==> src/rtl/booth_op_sequencer_pkg.sv <==
// Shared op-state encodings and width default for the Booth sequencer and its
// result controller.
package booth_op_sequencer_pkg;

    localparam int DEFAULT_WIDTH = 64;

    localparam logic [1:0] OP_IDLE        = 2'b00;
    localparam logic [1:0] OP_CALCULATING = 2'b01;
    localparam logic [1:0] OP_DONE        = 2'b10;

endpackage

==> src/rtl/booth_digit_encoder.sv <==
// Radix-4 Booth recoder: a three-bit window of the multiplier selects 0, +-M or +-2M.
// The result is two bits wider than M so that -2 * (-2^(WIDTH-1)) cannot wrap.
module booth_digit_encoder
    import booth_op_sequencer_pkg::*;
#(
    parameter int WIDTH = DEFAULT_WIDTH
) (
    input  logic [2:0]       recodeBits,
    input  logic [WIDTH-1:0] multiplicand,
    output logic [WIDTH+1:0] partialProduct
);

    logic [WIDTH+1:0] mExt;
    logic [WIDTH+1:0] mTwice;

    assign mExt   = {{2{multiplicand[WIDTH-1]}}, multiplicand};
    assign mTwice = {mExt[WIDTH:0], 1'b0};

    always_comb begin
        partialProduct = '0;
        case (recodeBits)
            3'b001, 3'b010: partialProduct = mExt;
            3'b011:         partialProduct = mTwice;
            3'b100:         partialProduct = -mTwice;
            3'b101, 3'b110: partialProduct = -mExt;
            default:        partialProduct = '0;
        endcase
    end

endmodule

==> src/rtl/booth_op_sequencer.sv <==
// Issues one aligned radix-4 Booth partial product per cycle to the accumulating
// result controller, framed by a clear pulse before and a done pulse after.
module booth_op_sequencer
    import booth_op_sequencer_pkg::*;
#(
    parameter int WIDTH = DEFAULT_WIDTH
) (
    input  logic               clk,
    input  logic               reset,
    input  logic               start,
    input  logic [WIDTH-1:0]   multiplicand,
    input  logic [WIDTH-1:0]   multiplier,
    output logic [1:0]         op,
    output logic [2*WIDTH-1:0] shiftedNumber,
    output logic               clearResult,
    output logic               done
);

    localparam int STEPS = WIDTH / 2;
    localparam int CW    = (STEPS > 1) ? $clog2(STEPS) : 1;
    localparam logic [CW-1:0] LAST_STEP = CW'(STEPS - 1);

    logic [CW-1:0]    stepCount;
    logic [WIDTH-1:0] mReg;
    logic [WIDTH:0]   recode;
    logic [WIDTH+1:0] partialProduct;
    logic [WIDTH:0]   recodeNext;

    booth_digit_encoder #(.WIDTH(WIDTH)) encoder (
        .recodeBits    (recode[2:0]),
        .multiplicand  (mReg),
        .partialProduct(partialProduct)
    );

    assign recodeNext = {{2{recode[WIDTH]}}, recode[WIDTH:2]};

    // A high clearResult while IDLE marks the accept cycle: the consumer zeroes its
    // register now, and step 0 is issued on the following edge.
    always_ff @(posedge clk) begin
        if (reset) begin
            op            <= OP_IDLE;
            shiftedNumber <= '0;
            clearResult   <= 1'b0;
            done          <= 1'b0;
            stepCount     <= '0;
            mReg          <= '0;
            recode        <= '0;
        end else begin
            clearResult <= 1'b0;
            done        <= 1'b0;
            case (op)
                OP_IDLE: begin
                    if (clearResult) begin
                        op            <= OP_CALCULATING;
                        shiftedNumber <= {partialProduct, {(WIDTH-2){1'b0}}};
                        recode        <= recodeNext;
                        stepCount     <= '0;
                    end else if (start) begin
                        mReg        <= multiplicand;
                        recode      <= {multiplier, 1'b0};
                        clearResult <= 1'b1;
                    end
                end
                OP_CALCULATING: begin
                    if (stepCount == LAST_STEP) begin
                        op            <= OP_DONE;
                        shiftedNumber <= '0;
                        done          <= 1'b1;
                    end else begin
                        shiftedNumber <= {partialProduct, {(WIDTH-2){1'b0}}};
                        recode        <= recodeNext;
                        stepCount     <= stepCount + CW'(1);
                    end
                end
                OP_DONE: begin
                    op        <= OP_IDLE;
                    stepCount <= '0;
                end
                default: op <= OP_IDLE;
            endcase
        end
    end

endmodule

==> config.mk <==
export PLATFORM = sky130hd
export DESIGN_NAME = booth_op_sequencer
export DESIGN_NICKNAME = d
export VERILOG_FILES = /design/src/rtl/booth_op_sequencer_pkg.sv /design/src/rtl/booth_digit_encoder.sv /design/src/rtl/booth_op_sequencer.sv
export SDC_FILE = /design/constraint.sdc
export NUM_CORES = 1
export LEC_CHECK = 0
export CAP_MARGIN = 15
export CORE_ASPECT_RATIO = 1.5
export CORE_UTILIZATION = 40
export DETAILED_ROUTE_END_ITERATION = 12
export HOLD_SLACK_MARGIN = 0.12
export PLACE_DENSITY = 0.76
export SLEW_MARGIN = 20
export SYNTH_ARGS = -nofsm -noshare
export SYNTH_HDL_FRONTEND = slang
export SYNTH_SLANG_ARGS = --single-unit
export TNS_END_PERCENT = 20
==> constraint.sdc <==
create_clock -name clk -period 7.25 [get_ports clk]
set_input_delay 1.45 -clock clk [delete_from_list [all_inputs] [get_ports clk]]
set_output_delay 1.45 -clock clk [all_outputs]
set_load 0.01 [all_outputs]
==> summary.md <==
| Metric | Value |
|---|---|
| Sw Ratio | 32.8% |
| Final hold vios | 0 |
| # nets final | 1813 |
| Largest net degree at the start of global routing | 128 |
| Worst skew pair latency | 0.52 ns |
| Cell leakage power | 5.50 nW |
| Layout cells sized above 1 | 5.49% |
| Pint | 0.00213 W |
| CP Capture Type | flop |
| DIE HEIGHT | 215 um |
| Drt total wl | 38100 um |
| Slowest stage delay, CP | 0.75 ns |
| CTS tree | done |
| First-pass GRT wire length | 60500 um |
| Vias/cell | 5.94 |
| Vias | 12.4k |
| Worst r2r dst | shiftedNumber[125] |
| Drt drc | 0 |
| Crit path buffers/inverters | 1 |
| Drt pass-1 iters | 5 |
| Rel. slew slack | 31.8% |
| Slew Viols, Final | 0 |
| Arrival time of the worst setup path | 3.93 ns |
| EDFF count, synth | 0 |
| # IOs | 263 |
| Final GP Congestion | 0.901 |
| Hold Crit Depth | 2 |
| DRT antenna net count | 0 |
| Peak supply drop | 0.153 mV |
| CP delay by family, top | simple AND/OR/NAND/NOR gates |
| Combinational share of power | 24.9% |
| Crit path to | shiftedNumber[125] |
| Crit path depth | 10 |
| Area delta synth->final | 21.0% |
| Initial drt markers | 999 |
| Worst slew pin tran | 1.02 ns |
| IO buf count | 200 |
| CTS Buffer Depth | 3 |
| Hold-fix buffers at CTS | 0 |
| Die area | 31100 um2 |
| WS Path Type | reg2reg |
| Hold Crit Class | reg2reg |
| Initial antenna violation count | 0 |
| Final period utilization | 48.2% |
| Clock Skew | 0.0152 ns |
| Most frequent CP cell | ha_1 |
| Routed len/inst | 18.3 um |
| Core area | 29700 um2 |
| Total CTS buffers | 22 |
| Clk network pwr share | 34.3% |
| Max Fclk | 286 MHz |
| Root Buffer | clkbuf_16 |
| GRT Util Overall | 24.2% |
| Crit path cell chain | ha_1 -> and3_1 -> ha_1 -> nand2b_1 -> a2111oi_2 -> buf_4 -> nand3_1 -> nor4_1 -> nor3b_1 -> o211ai_1 |
| Post-synthesis cell type count | 71 |
| P_sw | 0.00104 W |
| Min cycle time layout | 3.49 ns |
| Count leader, synth | nand2_1 |
| Initial Util | 40.9% |
| Worst hold-check slack | 0.457 ns |
| Synthesized area per cell | 7.60 um2 |
| Reg2Reg Launch Point | stepCount[0] |
| Final Setup Violations | 0 |
| CP max FO | 20 |
| WP data required | 7.68 ns |
| Power density over the cells | 216 nW/um2 |
| Max cap viols | 0 |
| Post-Syn Instances | 1597 |
| DP Wirelength | 25700 um |
| Setup tns final | 0 ns |
| RSZ-0062 raised after global routing | false |
| Worst path slowest cell | nand3_1 |
| Crit. Startpoint | stepCount[0] |
| Grt ovf | 0 |
| Synth top area cells | dfxtp_1 34%, nand2_1 7.2%, mux2i_1 5.7%, a21oi_1 4.9%, a211oi_1 4.9% |
| Synth cell count leaders | 232 x nand2_1, 204 x dfxtp_1, 141 x nor2_1 |
| Yosys top cell area share | 33.6% |
| R2R cell count | 10 |
| # rows | 77 |
| Vias in the first global route | 11.6k |
| Worst Setup Start Kind | flop |
| Status | complete, no violations |
| Max H-tree Level | 1 |
| R2r setup slk | 3.76 ns |
| FFs w/ async S/R, synth | 0% |
| Primary FF master, synth | dfxtp_1 |
| CTS sink count | 204 |
| Post-CTS Resized | 0 |
| Worst-path clk slew | 0.06 ns |
| Post-CTS Setup Bufs | 0 |
| Sequential share of the synthesized area | 33.6% |
| Seq pwr share | 40.8% |
| Cell taking the most area after synthesis | dfxtp_1 |
| Synthesis Warnings | 0 |
| Diodes inserted | 0 |
| Die W | 144 um |
| Seq cells post-synth | 204 |
| Post-Synthesis Cell Area | 12100 um2 |
## per-layer routing
metal | GRT usage, % | part of all wire (%) | wire length [um]
met5 | 0 | 0 | 0
met1 | 28.8 | 38 | 14400
met2 | 40.9 | 49 | 18600
met3 | 5.13 | 9.3 | 3550
met4 | 11.4 | 4.3 | 1620
## worst min path at each step
stage                             startpoint                  to  slack [ns]
after floorplan                   recode[64]          recode[64]        0.43
after global placement            recode[64]          recode[64]        0.45
after detailed placement  shiftedNumber[105]  shiftedNumber[105]        0.45
after CTS                         recode[64]          recode[64]        0.46
after global routing       shiftedNumber[88]   shiftedNumber[88]        0.48
final                             recode[64]          recode[64]        0.46
## cell type report
type | instances | area (um2)
clock buffers | 31 | 646
clock inverters | 7 | 47.5
fillers | 2874 | 15000
inverters | 13 | 48.8
multi-input cells | 1219 | 7210
flip-flops and latches | 204 | 4080
well taps | 395 | 494
repair buffers | 219 | 2170
## power groups by stage
stage	Combinational [W]	Clock [W]	Sequential, W
2_1_floorplan	0.000585	0	0.00127
3_3_place_gp	0.000751	0	0.00131
3_5_place_dp	0.000769	0	0.00132
4_1_cts	0.000773	0.00111	0.00129
5_1_grt	0.000860	0.00115	0.00131
6_report	0.000789	0.00109	0.00130
## kinds of logic after synthesis
logic type                 count (synthesis)  share of synthesized area [%]
xor gates and xnor gates                  53                           3.82
DFF                                      204                           33.6
buffers and inverters                    235                           9.48
adders and majority gates                  3                          0.309
other                                      1                         0.0309
muxes                                     69                           5.69
AOI/OAI and AO/OA                        443                           24.4
and+or+nand+nor                          589                           22.6
## metrics by stage
stage	area [um2]	utilization, %	worst slack, ns	instances	total power (W)
global placement	14000	47.1	3.60	2049	0.00207
global route	14700	49.5	3.61	2088	0.00332
finish	14700	49.5	3.76	2088	0.00317
detailed placement	14000	47.1	3.58	2049	0.00209
floorplan	12400	-	4.38	1658	0.00185
CTS	14700	49.4	3.83	2087	0.00317
## layout by cell type, fill, tap and decap left out, types with 32 or more instances in the layout
master           count
clkdlybuf4s50_1    199
dfxtp_1            204
o21ai_0             71
conb_1              62
nor3_1              45
nor2_1             139
a211oi_1            78
a21oi_1            119
mux2i_1             69
xnor2_1             32
nand2_1            231
## worst min-delay path, stage by stage (launching register included)
cell     delay (ns)
dfxtp_1        0.31
nand2_1        0.05
a21oi_1        0.05
## registers in the layout, summed over array words and instances (netlist names)
| name | cells |
|---|---|
| clearResult | 1 |
| stepCount | 5 |
| mReg | 64 |
| done | 1 |
| recode | 65 |
| op | 2 |
| shiftedNumber | 66 |
Power figures use the tool's default switching activity.
